File: src/rtl/alu_pkg.sv
// Shared types for the alu_core datapath: operation select codes and status flags.
package alu_pkg;

    localparam int unsigned ALU_SEL_W = 3;

    typedef enum logic [ALU_SEL_W-1:0] {
        ALU_ADD  = 3'd0,
        ALU_SUB  = 3'd1,
        ALU_MUL  = 3'd2,
        ALU_DIV  = 3'd3,
        ALU_AND  = 3'd4,
        ALU_OR   = 3'd5,
        ALU_NOT  = 3'd6,
        ALU_RSVD = 3'd7
    } alu_op_e;

    typedef struct packed {
        logic z;
        logic n;
        logic c;
        logic v;
    } alu_flags_t;

endpackage

File: src/rtl/alu_comb.sv
// Combinational ALU datapath: result plus raw carry/overflow information.
// Carry/overflow outputs exist only when ALU_FLAGS_EN is defined.
module alu_comb
    import alu_pkg::*;
#(
    parameter int unsigned N = 32
) (
    input  logic [ALU_SEL_W-1:0] sel,
    input  logic [N-1:0]         op1,
    input  logic [N-1:0]         op2,
    output logic [N-1:0]         res
`ifdef ALU_FLAGS_EN
    ,
    output logic                 carry,
    output logic                 ovf
`endif
);

`ifdef ALU_FLAGS_EN
    logic [N:0]     sum_w;
    logic [N:0]     dif_w;
    logic [2*N-1:0] prod_w;
    logic [2*N-1:0] shr_w;
    logic           shout;

    // Widened operations keep carry, borrow, high product and shifted-out bits visible.
    assign sum_w  = {1'b0, op1} + {1'b0, op2};
    assign dif_w  = {1'b0, op1} - {1'b0, op2};
    assign prod_w = {{N{1'b0}}, op1} * {{N{1'b0}}, op2};
    assign shr_w  = {op1, {N{1'b0}}} >> op2;
    // Shifts of N or more lose every bit, some of which may fall past the low half.
    assign shout  = (op2 >= N'(N)) ? (|op1) : (|shr_w[N-1:0]);

    always_comb begin
        res   = sum_w[N-1:0];
        carry = sum_w[N];
        ovf   = (op1[N-1] == op2[N-1]) && (sum_w[N-1] != op1[N-1]);
        case (alu_op_e'(sel))
            ALU_SUB: begin
                res   = dif_w[N-1:0];
                carry = dif_w[N];
                ovf   = (op1[N-1] != op2[N-1]) && (dif_w[N-1] != op1[N-1]);
            end
            ALU_MUL: begin
                res   = prod_w[N-1:0];
                carry = |prod_w[2*N-1:N];
                ovf   = 1'b0;
            end
            ALU_DIV: begin
                res   = shr_w[2*N-1:N];
                carry = shout;
                ovf   = 1'b0;
            end
            ALU_AND: begin
                res   = op1 & op2;
                carry = 1'b0;
                ovf   = 1'b0;
            end
            ALU_OR: begin
                res   = op1 | op2;
                carry = 1'b0;
                ovf   = 1'b0;
            end
            ALU_NOT: begin
                res   = ~op1;
                carry = 1'b0;
                ovf   = 1'b0;
            end
            default: ;
        endcase
    end
`else
    // Shift by N or more naturally yields zero.
    always_comb begin
        res = op1 + op2;
        case (alu_op_e'(sel))
            ALU_SUB: res = op1 - op2;
            ALU_MUL: res = op1 * op2;
            ALU_DIV: res = op1 >> op2;
            ALU_AND: res = op1 & op2;
            ALU_OR:  res = op1 | op2;
            ALU_NOT: res = ~op1;
            default: res = op1 + op2;
        endcase
    end
`endif

endmodule

File: src/rtl/alu_core.sv
// ALU top: combinational result q plus a capture register for result and flags.
// Flag generation is built only when ALU_FLAGS_EN is defined; otherwise flags read 0.
module alu_core
    import alu_pkg::*;
#(
    parameter int unsigned N = 32
) (
    input  logic                 clk,
    input  logic                 rst,
    input  logic [ALU_SEL_W-1:0] ALUSEL,
    input  logic [N-1:0]         op1,
    input  logic [N-1:0]         op2,
    input  logic                 in_valid,
    output logic [N-1:0]         q,
    output logic [N-1:0]         q_r,
    output logic                 out_valid,
    output logic                 flag_z,
    output logic                 flag_n,
    output logic                 flag_c,
    output logic                 flag_v
);

    logic [N-1:0] res;

`ifdef ALU_FLAGS_EN
    logic       carry;
    logic       ovf;
    alu_flags_t flags_c;
    alu_flags_t flags_r;
`endif

    alu_comb #(
        .N(N)
    ) u_comb (
        .sel   (ALUSEL),
        .op1   (op1),
        .op2   (op2),
        .res   (res)
`ifdef ALU_FLAGS_EN
        ,
        .carry (carry),
        .ovf   (ovf)
`endif
    );

    assign q = res;

    // Result capture; out_valid marks the cycle after a strobe.
    always_ff @(posedge clk or posedge rst) begin
        if (rst) begin
            q_r       <= '0;
            out_valid <= 1'b0;
        end else begin
            out_valid <= in_valid;
            if (in_valid) begin
                q_r <= res;
            end
        end
    end

`ifdef ALU_FLAGS_EN
    always_comb begin
        flags_c   = '0;
        flags_c.z = (res == '0);
        flags_c.n = res[N-1];
        flags_c.c = carry;
        flags_c.v = ovf;
    end

    always_ff @(posedge clk or posedge rst) begin
        if (rst) begin
            flags_r <= '0;
        end else if (in_valid) begin
            flags_r <= flags_c;
        end
    end

    assign flag_z = flags_r.z;
    assign flag_n = flags_r.n;
    assign flag_c = flags_r.c;
    assign flag_v = flags_r.v;
`else
    assign flag_z = 1'b0;
    assign flag_n = 1'b0;
    assign flag_c = 1'b0;
    assign flag_v = 1'b0;
`endif

endmodule

File: config.mk
export PLATFORM = sky130hd
export DESIGN_NAME = alu_core
export DESIGN_NICKNAME = d
export VERILOG_FILES = /design/src/rtl/alu_pkg.sv /design/src/rtl/alu_comb.sv /design/src/rtl/alu_core.sv
export SDC_FILE = /design/constraint.sdc
export NUM_CORES = 2
export LEC_CHECK = 0
export CORE_ASPECT_RATIO = 1.2
export CORE_MARGIN = 4
export CORE_UTILIZATION = 48
export CTS_CLUSTER_DIAMETER = 80
export DETAILED_ROUTE_END_ITERATION = 8
export GPL_TIMING_DRIVEN = 0
export PLACE_DENSITY = 0.67
export SLEW_MARGIN = 10
export SYNTH_ARGS = -nofsm -noshare
export SYNTH_HDL_FRONTEND = slang
export SYNTH_SLANG_ARGS = --single-unit
File: constraint.sdc
create_clock -name clk -period 16.5 [get_ports clk]
set_clock_uncertainty 0.05 [all_clocks]
set_input_delay 4.125 -clock clk [delete_from_list [all_inputs] [get_ports clk]]
set_output_delay 4.125 -clock clk [all_outputs]
set_load 0.05 [all_outputs]
# Word-level counts from Yosys, hierarchy flattened

Index checks and enable logic that the tools add are counted.

Word-level logic and storage cells: 16
Input bits: 70
Bits in registers: 33

Bitwise operators: 3
Equality and inequality tests: 6
$add $sub $neg: 2
Multipliers: 1
Mux-type cells: 1
Shift-type cells: 1

Operators by type and width:

| kind                                           | number |
|---|---|
| case mux 32 bit (6 select lines)               | 1 |
| adder 32 bit                                   | 1 |
| AND 32 bit                                     | 1 |
| multiplier 32 x 32 -> 32 bit                   | 1 |
| NOT 32 bit                                     | 1 |
| bitwise OR 32 bit                              | 1 |
| >> shifter 32 x 32 -> 32 bit                   | 1 |
| subtractor 32 bit                              | 1 |
| == test 3 bit (second input constant)          | 3 |
| == test 3 x 2 -> 1 bit (second input constant) | 2 |
| == test 3 x 1 -> 1 bit (second input constant) | 1 |

# Longest topological paths before layout

Depth after elaboration: 2
Depth in mapped cells: 29
Depth with buffers taken out: 26

# By module

From an unflattened synthesis, not the netlist that was laid out.

Cells, all modules: 2670
Area total of the unflattened synthesis: 22600.4 µm²

By module, submodules not included:

| module   | times used | cells an instance | seq. area each (µm²) | area an instance (µm²) |
|---|---|---|---|---|
| alu_comb | 1          | 2595              | 0.0                  | 21192.8 |
| alu_core | 1          | 75                | 825.8                | 1407.6 |

# Worst setup path before layout

Ideal clock, no wire load.

Path kind: input to output
From: input op2[2]
To: output q[31]
Data required time: 12.325 ns
Path slack: 0.619 ns
Stages: 28
Arrival: 11.706 ns
Path through: buf_2 -> clkinv_1 -> buf_1 -> clkbuf_1 -> nor2_1 -> fa_1 -> inv_1 -> fa_1 -> fa_1 -> fa_1 -> inv_1 -> fa_1 -> inv_1 -> fa_1 -> inv_1 -> fa_1 -> fa_1 -> ha_1 -> o2111ai_1 -> a21oi_1 -> a221o_1 -> a31oi_4 -> o21ai_1 -> o21a_1 -> o21a_1 -> o21ai_0 -> a31oi_1 -> nor2_1

Word-level cells in the longest chain between the ends: 2

Ends and longest elaborated chain:

| what                                                       | RTL line       | RTL |
|---|---|---|
| start, declared                                            | alu_core.sv:12 | `input logic [N-1:0] op2,` |
| multiplier 32 x 32 -> 32 bit, or another cell as far along | alu_comb.sv:78 | `ALU_MUL: res = op1 * op2;` |
| case mux 32 bit (6 select lines) *                         | alu_comb.sv:76 | `case (alu_op_e'(sel))` |
| end, declared                                              | alu_core.sv:14 | `output logic [N-1:0] q,` |

Mark *: on every way between the ends. The rest lies on a longest branch, timed or not.

# Worst setup path after layout

From: input op1[15]
To: output q[31]

Word-level cells in the longest chain between the ends: 2

Ends and longest elaborated chain:

| what                                                       | RTL line       | RTL |
|---|---|---|
| start, declared                                            | alu_core.sv:11 | `input logic [N-1:0] op1,` |
| multiplier 32 x 32 -> 32 bit, or another cell as far along | alu_comb.sv:78 |  |
| case mux 32 bit (6 select lines) *                         | alu_comb.sv:76 |  |

Marks and branches as above.

==> impl_metrics.toml <==
[cts]
clk_path_buf_depth = 2
cts_made_buffers = 5
clk_latency_ns = 0.28
clock_sinks = 33
htreeDepth = 2
clock-root-buffer = "clkbuf_16"
postCtsHoldBufs = 0
cts_tree = "done"
clk_pin_slew_ns = 0.05

[layout]
nFillCells = 4434
final_nets = 3413
drive_gt1_frac = 0.08534
syn_to_final_growth_pct = 11.03

[detailed_routing]
dr.pass1.iters = 6
num_vias = 20326
drtIter0Drc = 1775
ant_nets = 0
route.met3.wl_mm = 7.789
post-route-drc-count = 0
vias_per_cell = 5.984
drt-met1-wl_mm = 35.28
wire_per_inst_um = 29.16
top_layer = "met4"
routed_wl_mm = 99.06
wl_met2_mm = 46.74

[timing]
worst_slew_pin_slew_ns = 1.177
setup_viol = 0
tns_ns = 0
hold_violations = 0
slew_headroom = 0.2103
rsz0062_at_grt = "yes"
min_period_ns = 16.45
timing.final.crit_share = 0.9970
fmax_mhz = 60.79
slew_viol_final = 0

[global_route]
antenna_found_initial = 1
overflow = 0
grt_pass1_vias = 22010
grt_pass1_wl_mm = 144.2
grt_usage = 0.3961
grt_max_degree = 34

[synthesis]
synthCells = 2651
synth_edf_count = 0
ys_seq_elements = 33
syn_avg_cell_area_sq_um = 8.382
ys_warn_count = 0
synth_ff_type = "dfrtp_1"
synth_area_sq_um = 22220
synth_cell_types = 80
yosysSeqAreaShare = 0.03716
async_flop_share = 1.000

[worst_setup_path]
crit_family = "adder cells"
slowest_stage = "fa_1"
critPathMostFrequentCell = "fa_1"
ff2ff_path_depth = 1
crit_buf_inv = 8
crit_path_end = "q[31]"
cp.depth = 28
required_ns = 12.33
path_class = "primary input to output port"
critPathMaxFanout = 10
rr_endpoint = "q_r[24]"
r2r-start = "q_r[24]"
critPathMaxStageDelay_ns = 0.56
startpoint_type = "primary input"
arrival_ns = 12.28
regToRegSetupSlack_ns = 15.67
setup.worst_path.start = "op1[15]"
worstSetupEndpointType = "output port"

[die]
num_rows = 86
chipWidth_um = 204.4
io_pins = 139
start_util = 0.4847
core_region_area_sq_um = 45840
die_h_um = 243.7
dieArea_sq_um = 49810

[hold_path]
hold_class = "flip-flop to flip-flop"

[place]
port_buffers = 121
gp_congestion = 1.042
hpwlAfterDp_mm = 82.62

[job]
drv_cap = 0

[outcome]
status = "finished clean"
-- cells by family (layout without fill, tap and decap cells) --
family                     Yosys count  count (layout)  share of synthesized area
and+or+nand+nor                    808             808                     0.1819
buffers and inverters              591             714                     0.1016
adders and majority gates          566             566                     0.4569
AOI/OAI and AO/OA                  427             427                     0.1200
xor gates and xnor gates           137             137                    0.05400
muxes                               88              88                    0.04820
DFF                                 33              33                    0.03716
other                                1               8                  0.0001688
-- layout make-up --
class | instances | area [sq um] | share of cell area
Inverter | 408 | 1538 | 0.06233
Tap cell | 616 | 770.7 | 0.03124
Clock buffer | 7 | 142.6 | 0.005782
Antenna cell | 4 | 10.01 | 0.0004057
Multi-Input combinational cell | 2030 | 19210 | 0.7787
Buffer | 175 | 982.2 | 0.03981
Sequential cell | 33 | 825.8 | 0.03347
Timing Repair Buffer | 124 | 1191 | 0.04828
-- worst min path at each step --
stage             from  cells past startpoint       to
2_1_floorplan  q_r[31]                      2  q_r[31]
3_3_place_gp   q_r[17]                      1  q_r[17]
3_5_place_dp    q_r[0]                      1   q_r[0]
4_1_cts         q_r[0]                      1   q_r[0]
5_1_grt         q_r[0]                      1   q_r[0]
6_report        q_r[7]                      1   q_r[7]
-- state kept, by name, summed over array words and instances (netlist names) --
signal,count
out_valid,1
q_r,32
-- what timing repair did --
| action | 4_1_cts | 5_1_grt |
|---|---|---|
| gates resized for setup | 193 | 99 |
| gates cloned | 0 | 0 |
| pin swaps | 0 | 0 |
| buffers inserted | 2 | 1 |
| setup endpoints to repair | 23 | 17 |
-- cell usage after synthesis (10+ instances only) --
master    count  area (sq um)
inv_1       406          1524
a21oi_1     140         700.7
a21o_1       25         187.7
xnor2_1     103         902.1
nand3_1      19         95.09
ha_1        157          1964
xor2_1       34         297.8
a221oi_1     12         105.1
dfrtp_1      33         825.8
and2_1      295          1846
clkbuf_1    154         578.1
nor2b_1      13         81.33
o22ai_1      11         68.82
nor3_1       13         65.06
nand2b_1     15         93.84
o21a_1       14         105.1
mux2_2       47         529.3
nand2_1     310          1164
and3_1       12         75.07
mux4_2       10         225.2
fa_1        409          8188
a211oi_1     12         90.09
nor2_1       96         360.4
a31oi_1      15         93.84
buf_2        14         70.07
o21ai_0     109         545.5
mux2i_1      29         290.3
-- cell usage in the layout, fill, tap and decap left out, types with 11 or more instances in the layout --
cell / n
fa_1: 409
inv_1: 404
nand2_1: 310
and2_1: 295
ha_1: 156
a21oi_1: 139
o21ai_0: 106
xnor2_1: 101
nor2_1: 95
clkdlybuf4s50_1: 87
clkbuf_1: 56
clkbuf_2: 51
mux2_2: 47
xor2_1: 34
dfrtp_1: 33
clkbuf_4: 32
mux2i_1: 29
buf_2: 26
a21o_1: 25
nand3_1: 19
nand2b_1: 15
o21a_1: 14
nor2b_1: 13
a31oi_1: 13
and3_1: 12
a211oi_1: 12
buf_4: 12
nor3_1: 12
a221oi_1: 12
o22ai_1: 11
-- per-layer routing --
metal	up-vias	global-route usage
met5	-	0
met4	0	0.2829
met3	362	0.07228
met2	1110	0.6611
met1	10240	0.4560
li1	8614	-
-- stage by stage --
stage / util / cell area (sq um) / setup WS, ns / cells / hold slack, ns
after CTS: 0.5365 / 24590 / -0.1198 / 3394 / 0.4580
final: 0.5382 / 24670 / 0.04875 / 3397 / 0.4564
after floorplan: - / 22230 / 0.6187 / 2654 / 0.7112
after global placement: 0.5282 / 24210 / -1.999 / 3391 / 0.4419
after detailed placement: 0.5282 / 24210 / -2.037 / 3391 / 0.4463
after global routing: 0.5380 / 24660 / -0.06008 / 3393 / 0.4660
Power is left out: the tool's default activity adds up to more than one toggle a clock period on the data nets, which glitch-free logic cannot reach.
